$ cat src/rtl/rggen_apb_register_bridge_if.sv
// APB3/APB4 bus bundle between an APB master and the register bridge.
// The master modport drives the request side; the slave modport answers it.
interface rggen_apb_register_bridge_if #(
  parameter int ADDRESS_WIDTH = 8,
  parameter int BUS_WIDTH     = 32
);
  logic                     psel;
  logic                     penable;
  logic [ADDRESS_WIDTH-1:0] paddr;
  logic [2:0]               pprot;
  logic                     pwrite;
  logic [BUS_WIDTH/8-1:0]   pstrb;
  logic [BUS_WIDTH-1:0]     pwdata;
  logic                     pready;
  logic [BUS_WIDTH-1:0]     prdata;
  logic                     pslverr;

  modport master (
    output psel, penable, paddr, pprot, pwrite, pstrb, pwdata,
    input  pready, prdata, pslverr
  );

  modport slave (
    input  psel, penable, paddr, pprot, pwrite, pstrb, pwdata,
    output pready, prdata, pslverr
  );
endinterface

$ cat src/rtl/rggen_apb_register_bridge.sv
// APB slave that broadcasts one register request to N register blocks and
// folds their active/ready/status/read_data back into a single APB response.
module rggen_apb_register_bridge #(
  parameter int                   ADDRESS_WIDTH     = 8,
  parameter int                   BUS_WIDTH         = 32,
  parameter int                   REGISTERS         = 1,
  parameter bit                   ERROR_STATUS      = 1'b0,
  parameter logic [BUS_WIDTH-1:0] DEFAULT_READ_DATA = '0,
  parameter int                   TIMEOUT_CYCLES    = 0
) (
  input  logic                           i_clk,
  input  logic                           i_rst_n,
  rggen_apb_register_bridge_if.slave     apb_if,
  output logic                           o_register_valid,
  output logic [1:0]                     o_register_access,
  output logic [ADDRESS_WIDTH-1:0]       o_register_address,
  output logic [BUS_WIDTH-1:0]           o_register_write_data,
  output logic [BUS_WIDTH-1:0]           o_register_strobe,
  input  logic [REGISTERS-1:0]           i_register_active,
  input  logic [REGISTERS-1:0]           i_register_ready,
  input  logic [2*REGISTERS-1:0]         i_register_status,
  input  logic [BUS_WIDTH*REGISTERS-1:0] i_register_read_data
);
  localparam int STRB_WIDTH  = BUS_WIDTH / 8;
  localparam int LSB         = $clog2(STRB_WIDTH);
  localparam int COUNT_WIDTH = (TIMEOUT_CYCLES > 0) ? $clog2(TIMEOUT_CYCLES + 1) : 1;

  localparam logic [COUNT_WIDTH-1:0]   COUNT_MAX    = COUNT_WIDTH'(TIMEOUT_CYCLES);
  localparam logic [COUNT_WIDTH-1:0]   COUNT_LAST   = COUNT_WIDTH'(TIMEOUT_CYCLES - 1);
  localparam logic [ADDRESS_WIDTH-1:0] ADDRESS_MASK = {ADDRESS_WIDTH{1'b1}} << LSB;
  localparam logic [1:0]               ACCESS_READ  = 2'b10;
  localparam logic [1:0]               ACCESS_WRITE = 2'b11;

  typedef enum logic [1:0] {
    IDLE = 2'd0,
    BUSY = 2'd1,
    RESP = 2'd2
  } state_e;

  state_e                   state_q, state_d;
  logic                     valid_q, valid_d;
  logic [1:0]               access_q, access_d;
  logic [ADDRESS_WIDTH-1:0] address_q, address_d;
  logic [BUS_WIDTH-1:0]     write_data_q, write_data_d;
  logic [BUS_WIDTH-1:0]     strobe_q, strobe_d;
  logic [BUS_WIDTH-1:0]     prdata_q, prdata_d;
  logic                     pslverr_q, pslverr_d;
  logic [COUNT_WIDTH-1:0]   count_q, count_d;

  logic [REGISTERS-1:0] hit;
  logic [BUS_WIDTH-1:0] hit_data;
  logic                 hit_error;
  logic [BUS_WIDTH-1:0] strobe_bits;
  logic                 unused_apb;

  // Protection and the enable phase carry no information this bridge needs.
  assign unused_apb = ^{apb_if.pprot, apb_if.penable};

  assign hit = i_register_active & i_register_ready;

  // OR-folding keeps the response defined even when a broken map hits twice.
  always_comb begin
    hit_data  = '0;
    hit_error = 1'b0;
    for (int i = 0; i < REGISTERS; i++) begin
      if (hit[i]) begin
        hit_data  = hit_data | i_register_read_data[i*BUS_WIDTH+:BUS_WIDTH];
        hit_error = hit_error | i_register_status[2*i+1];
      end
    end
  end

  always_comb begin
    strobe_bits = '0;
    for (int i = 0; i < STRB_WIDTH; i++) begin
      strobe_bits[8*i+:8] = {8{apb_if.pstrb[i]}};
    end
  end

  // NOTE: every signal gets its hold value first so no path through the case
  // leaves a variable unassigned, which would otherwise infer a latch.
  always_comb begin
    state_d      = state_q;
    valid_d      = valid_q;
    access_d     = access_q;
    address_d    = address_q;
    write_data_d = write_data_q;
    strobe_d     = strobe_q;
    prdata_d     = prdata_q;
    pslverr_d    = pslverr_q;
    count_d      = count_q;

    case (state_q)
      IDLE: begin
        count_d = '0;
        if (apb_if.psel) begin
          access_d     = apb_if.pwrite ? ACCESS_WRITE : ACCESS_READ;
          address_d    = apb_if.paddr & ADDRESS_MASK;
          write_data_d = apb_if.pwrite ? apb_if.pwdata : '0;
          strobe_d     = apb_if.pwrite ? strobe_bits : '0;
          valid_d      = 1'b1;
          state_d      = BUSY;
        end
      end
      BUSY: begin
        if (count_q != COUNT_MAX) begin
          count_d = count_q + COUNT_WIDTH'(1);
        end
        if (|hit) begin
          prdata_d  = hit_data;
          pslverr_d = hit_error;
          valid_d   = 1'b0;
          state_d   = RESP;
        end else if (~|i_register_active) begin
          prdata_d  = (access_q == ACCESS_WRITE) ? '0 : DEFAULT_READ_DATA;
          pslverr_d = ERROR_STATUS;
          valid_d   = 1'b0;
          state_d   = RESP;
        end else if ((TIMEOUT_CYCLES != 0) && (count_q == COUNT_LAST)) begin
          prdata_d  = '0;
          pslverr_d = 1'b1;
          valid_d   = 1'b0;
          state_d   = RESP;
        end
      end
      RESP:    state_d = IDLE;
      default: state_d = IDLE;
    endcase
  end

  // NOTE: state updates use non-blocking assignments so every register samples
  // the pre-edge values regardless of statement order.
  always_ff @(posedge i_clk or negedge i_rst_n) begin
    if (!i_rst_n) begin
      state_q      <= IDLE;
      valid_q      <= 1'b0;
      access_q     <= '0;
      address_q    <= '0;
      write_data_q <= '0;
      strobe_q     <= '0;
      prdata_q     <= '0;
      pslverr_q    <= 1'b0;
      count_q      <= '0;
    end else begin
      state_q      <= state_d;
      valid_q      <= valid_d;
      access_q     <= access_d;
      address_q    <= address_d;
      write_data_q <= write_data_d;
      strobe_q     <= strobe_d;
      prdata_q     <= prdata_d;
      pslverr_q    <= pslverr_d;
      count_q      <= count_d;
    end
  end

  assign apb_if.pready  = (state_q == RESP);
  assign apb_if.pslverr = (state_q == RESP) & pslverr_q;
  assign apb_if.prdata  = prdata_q;

  assign o_register_valid      = valid_q;
  assign o_register_access     = access_q;
  assign o_register_address    = address_q;
  assign o_register_write_data = write_data_q;
  assign o_register_strobe     = strobe_q;
endmodule

$ cat src/flat_wrapper.sv
// flat-port wrapper written by rule: the top's interface ports become plain ports
module rggen_apb_register_bridge_flat 
#(
  parameter int                   ADDRESS_WIDTH     = 8,
  parameter int                   BUS_WIDTH         = 32,
  parameter int                   REGISTERS         = 1,
  parameter bit                   ERROR_STATUS      = 1'b0,
  parameter logic [BUS_WIDTH-1:0] DEFAULT_READ_DATA = '0,
  parameter int                   TIMEOUT_CYCLES    = 0
)
  (i_clk, i_rst_n, o_register_valid, o_register_access, o_register_address, o_register_write_data, o_register_strobe, i_register_active, i_register_ready, i_register_status, i_register_read_data, apb_if_psel, apb_if_penable, apb_if_paddr, apb_if_pprot, apb_if_pwrite, apb_if_pstrb, apb_if_pwdata, apb_if_pready, apb_if_prdata, apb_if_pslverr);
  rggen_apb_register_bridge_if #(.ADDRESS_WIDTH(ADDRESS_WIDTH), .BUS_WIDTH(BUS_WIDTH)) apb_if_i ();
  input  logic i_clk;
  input  logic i_rst_n;
  output logic o_register_valid;
  output logic [1:0] o_register_access;
  output logic [ADDRESS_WIDTH-1:0] o_register_address;
  output logic [BUS_WIDTH-1:0] o_register_write_data;
  output logic [BUS_WIDTH-1:0] o_register_strobe;
  input  logic [REGISTERS-1:0] i_register_active;
  input  logic [REGISTERS-1:0] i_register_ready;
  input  logic [2*REGISTERS-1:0] i_register_status;
  input  logic [BUS_WIDTH*REGISTERS-1:0] i_register_read_data;
  input wire logic [$bits(apb_if_i.psel)-1:0] apb_if_psel;
  input wire logic [$bits(apb_if_i.penable)-1:0] apb_if_penable;
  input wire logic [$bits(apb_if_i.paddr)-1:0] apb_if_paddr;
  input wire logic [$bits(apb_if_i.pprot)-1:0] apb_if_pprot;
  input wire logic [$bits(apb_if_i.pwrite)-1:0] apb_if_pwrite;
  input wire logic [$bits(apb_if_i.pstrb)-1:0] apb_if_pstrb;
  input wire logic [$bits(apb_if_i.pwdata)-1:0] apb_if_pwdata;
  output wire logic [$bits(apb_if_i.pready)-1:0] apb_if_pready;
  output wire logic [$bits(apb_if_i.prdata)-1:0] apb_if_prdata;
  output wire logic [$bits(apb_if_i.pslverr)-1:0] apb_if_pslverr;
  assign apb_if_i.psel = apb_if_psel;
  assign apb_if_i.penable = apb_if_penable;
  assign apb_if_i.paddr = apb_if_paddr;
  assign apb_if_i.pprot = apb_if_pprot;
  assign apb_if_i.pwrite = apb_if_pwrite;
  assign apb_if_i.pstrb = apb_if_pstrb;
  assign apb_if_i.pwdata = apb_if_pwdata;
  assign apb_if_pready = apb_if_i.pready;
  assign apb_if_prdata = apb_if_i.prdata;
  assign apb_if_pslverr = apb_if_i.pslverr;
  rggen_apb_register_bridge #(.ADDRESS_WIDTH(ADDRESS_WIDTH), .BUS_WIDTH(BUS_WIDTH), .REGISTERS(REGISTERS), .ERROR_STATUS(ERROR_STATUS), .DEFAULT_READ_DATA(DEFAULT_READ_DATA), .TIMEOUT_CYCLES(TIMEOUT_CYCLES)) u_core (.i_clk(i_clk), .i_rst_n(i_rst_n), .apb_if(apb_if_i), .o_register_valid(o_register_valid), .o_register_access(o_register_access), .o_register_address(o_register_address), .o_register_write_data(o_register_write_data), .o_register_strobe(o_register_strobe), .i_register_active(i_register_active), .i_register_ready(i_register_ready), .i_register_status(i_register_status), .i_register_read_data(i_register_read_data));
endmodule
$ cat config.mk
export PLATFORM = sky130hd
export DESIGN_NAME = rggen_apb_register_bridge_flat
export DESIGN_NICKNAME = d
export VERILOG_FILES = /design/src/rtl/rggen_apb_register_bridge_if.sv /design/src/rtl/rggen_apb_register_bridge.sv /design/src/flat_wrapper.sv
export SDC_FILE = /design/constraint.sdc
export NUM_CORES = 1
export LEC_CHECK = 0
export BUFFER_PORTS_ARGS = -buffer_cell sky130_fd_sc_hd__buf_2
export CAP_MARGIN = 30
export CORE_UTILIZATION = 39
export CTS_CLUSTER_DIAMETER = 80
export DETAILED_ROUTE_END_ITERATION = 10
export PLACE_DENSITY = 0.77
export SYNTH_ARGS = -nofsm -noshare
export SYNTH_HDL_FRONTEND = slang
export SYNTH_SLANG_ARGS = --single-unit
$ cat constraint.sdc
create_clock -name i_clk -period 1.6 [get_ports i_clk]
set_clock_uncertainty 0.1 [all_clocks]
set_input_delay 0.16 -clock i_clk [delete_from_list [all_inputs] [get_ports i_clk]]
set_output_delay 0.16 -clock i_clk [all_outputs]
set_load 0.05 [all_outputs]
==> flow_metrics.py <==
metrics = {
    "clocking": {
        "clock-sinks": 80,
        "cts.path.max_buffers": 2,
        "clkLatencyLatePin_ns": 0.33,
        "cts_tree": "built",
        "cts_root_buffer": "clkbuf_8",
        "cts_buffers": 9,
        "htreeDepth": 3,
        "clkTransAtPathRegs_ns": 0.09,
    },
    "grt": {
        "grt_use_total": 0.193,
        "grt-ovfl-total": 0,
        "grt_pass1_wl_mm": 13.0,
        "grt_pass1_vias": 2847,
        "grt_antenna_before_repair": 0,
        "grt_max_degree": 52,
    },
    "setup_path": {
        "cp-start-kind": "primary input",
        "worstPathMaxFanout": 22,
        "cp-end-kind": "flip-flop",
        "worstSetupPathType": "primary input to flip-flop",
        "cp_slowest_cell": "dlygate4sd3_1",
        "cpPeakStageDelay_ns": 0.53,
        "ff2ff_setup_slack_ns": 0.06,
        "rr_startpoint": "u_core.state_q[0]",
        "rr_endpoint": "u_core.apb_if.prdata[5]",
        "crit_arrival_ns": 1.69,
        "cp_cell_sequence": "dlygate4sd3_1 -> buf_2 -> or3b_4 -> buf_12 -> mux2_4",
        "crit_family": "buffers and inverters",
        "cp_num_buf_inv": 3,
        "r2r_cells": 5,
        "required_ns": 1.74,
    },
    "power_and_ir_drop": {
        "switching_share": 0.470,
        "peakVddDrop_mv": 0.848,
        "p_seq_frac": 0.336,
        "power.internal_w": 0.00433,
        "power.density_nw_per_um2": 1570,
        "power_frac_comb": 0.467,
        "netSwitchingPower_w": 0.00384,
        "clkPwrFrac": 0.197,
        "p_leak_nw": 2.81,
    },
    "layout": {
        "mostFrequentLayoutCells": "buf_2 (185), dlygate4sd3_1 (80), dfrtp_1 (80), nand2_1 (77), o21ai_0 (43)",
        "fin_area_um2": 5210,
        "final_nets": 629,
        "fin_cells": 651,
        "post-route-util": 0.637,
        "layout_commonest_cell": "buf_2",
        "drive_gt1_frac": 0.407,
        "area_growth_pct": 58.4,
        "n_antenna_cell": 0,
    },
    "routing": {
        "ant_nets": 0,
        "drc": 0,
        "routed_via_density": 4.64,
        "wl_per_cell_um": 13.4,
        "vias": 3020,
        "drtPass1Iterations": 4,
        "dr.first_iter.drc_count": 87,
        "totalWireLength_mm": 8.71,
    },
    "timing": {
        "setup_tns_ns": 0,
        "timing.slew.headroom": 0.567,
        "worst-slew-pin-transition_ns": 0.649,
        "fin_ws_ns": 0.0471,
        "rsz0062_at_grt": "no",
        "final_max_slew_viol_count": 0,
        "min_period_ns": 1.55,
        "finalSetupViolCount": 0,
        "hold_viol_final": 0,
        "period_share": 0.971,
        "max_freq_ghz": 0.644,
    },
    "place": {
        "pre_cts_ws_ns": -0.0148,
        "io_buffer_count": 187,
        "hpwl_mm": 5.22,
        "postPlaceCellArea_um2": 4160,
        "globalplace.congestion": 0.719,
        "dpl.cell_count": 555,
    },
    "die": {
        "start_util": 0.402,
        "die_w_um": 93.8,
        "rows": 33,
        "dieHeight_um": 93.8,
        "die-area_um2": 8800,
        "ios": 197,
        "core-area_um2": 8180,
    },
    "synth": {
        "async_flop_share": 1.00,
        "syn_avg_cell_area_um2": 10.9,
        "synth-edff-count": 0,
        "synth_seq_cells": 80,
        "synth_area_um2": 3290,
        "synthFlopType": "dfrtp_1",
        "synth_cell_type_count": 21,
        "yosysWarnings": 0,
        "yosysSeqAreaShare": 0.609,
        "synth_cells": 301,
    },
    "min_path": {
        "min_path_type": "primary input to flip-flop",
        "hold_start": "i_register_active",
        "hold_depth": 3,
        "hold-path-endpoint": "u_core.apb_if.prdata[29]",
    },
    "flow_run": {
        "cap_violations": 0,
    },
    "run_status": {
        "status": "complete, no violations",
    },
}
worst reg2reg max path, stage by stage, from the launching register on:
cell,delay [ns]
dfrtp_1,0.38
buf_4,0.16
nor2b_1,0.15
and3_1,0.21
buf_12,0.17
a22o_1,0.26
routing by layer:
metal,track usage,routed length [um],part of all wire
met5,0,0,0
met4,0.0731,133,0.015
met1,0.229,3600,0.41
met3,0.0542,730,0.084
met2,0.332,4240,0.49
per-stage QoR:
stage | hold WS [ns] | power, W
2_1_floorplan | -0.236 | 0.00571
3_3_place_gp | -0.124 | 0.00636
3_5_place_dp | -0.123 | 0.00641
4_1_cts | 0.0180 | 0.00819
5_1_grt | 0.0358 | 0.00854
6_report | 0.0223 | 0.00816
Yosys cell counts, types with 2 or more instances:
library cell / n / share of area
dfrtp_1: 80 / 0.61
nand2_1: 77 / 0.088
o21ai_0: 43 / 0.065
buf_4: 32 / 0.073
a22o_1: 29 / 0.077
clkbuf_1: 10 / 0.011
mux2_4: 6 / 0.027
buf_2: 5 / 0.0076
nand2b_1: 4 / 0.0076
nor2b_1: 3 / 0.0057
buf_6: 2 / 0.0069
registers in the layout, indices dropped and copies added (netlist names):
register                      flops
u_core.o_register_address         6
u_core.state_q                    2
u_core.o_register_strobe          4
u_core.o_register_valid           1
u_core.o_register_access          2
u_core.apb_if.prdata             32
u_core.pslverr_q                  1
u_core.o_register_write_data     32
power groups by stage:
stage | Sequential (W) | Combinational (W) | Clock [W]
floorplan | 0.00432 | 0.00138 | 0
global placement | 0.00275 | 0.00361 | 0
detailed placement | 0.00276 | 0.00365 | 0
CTS | 0.00274 | 0.00380 | 0.00166
global route | 0.00280 | 0.00398 | 0.00176
finish | 0.00274 | 0.00381 | 0.00161
repair_timing:
item                                    in CTS  in global routing
hold buffers                                80                  0
hold endpoints to repair                   156                  0
gates resized for setup                      6                  1
setup buffers                                0                  0
endpoints found under the setup margin       2                  1
gates cloned                                 0                  0
cells by family after synthesis:
| group | share of synthesized area |
|---|---|
| AOI/OAI and AO/OA | 0.145 |
| buffers and inverters | 0.100 |
| DFF | 0.609 |
| muxes | 0.0339 |
| other | 0.00114 |
| and+or+nand+nor | 0.110 |
layout make-up:
class                   count  area [um2]
flip-flops and latches     80        2000
fillers                   615        2970
clock buffers              10         128
well taps                 105         131
repair buffers            277        1880
inverters                   1        3.75
multi-input cells         172         972
clock inverters             6        91.3
worst max path at each step:
stage	from	to	slack (ns)	depth (start not counted)
floorplan	u_core.state_q[0]	u_core.o_register_access[0]	0.02	4
global placement	u_core.state_q[0]	u_core.o_register_address[3]	0.03	3
detailed placement	u_core.state_q[0]	u_core.o_register_address[6]	-0.01	3
CTS	u_core.state_q[1]	apb_if_pslverr	0.02	4
global route	apb_if_psel	u_core.o_register_write_data[26]	0.007	6
finish	apb_if_psel	u_core.o_register_address[2]	0.05	5
Power figures use the tool's default switching activity.
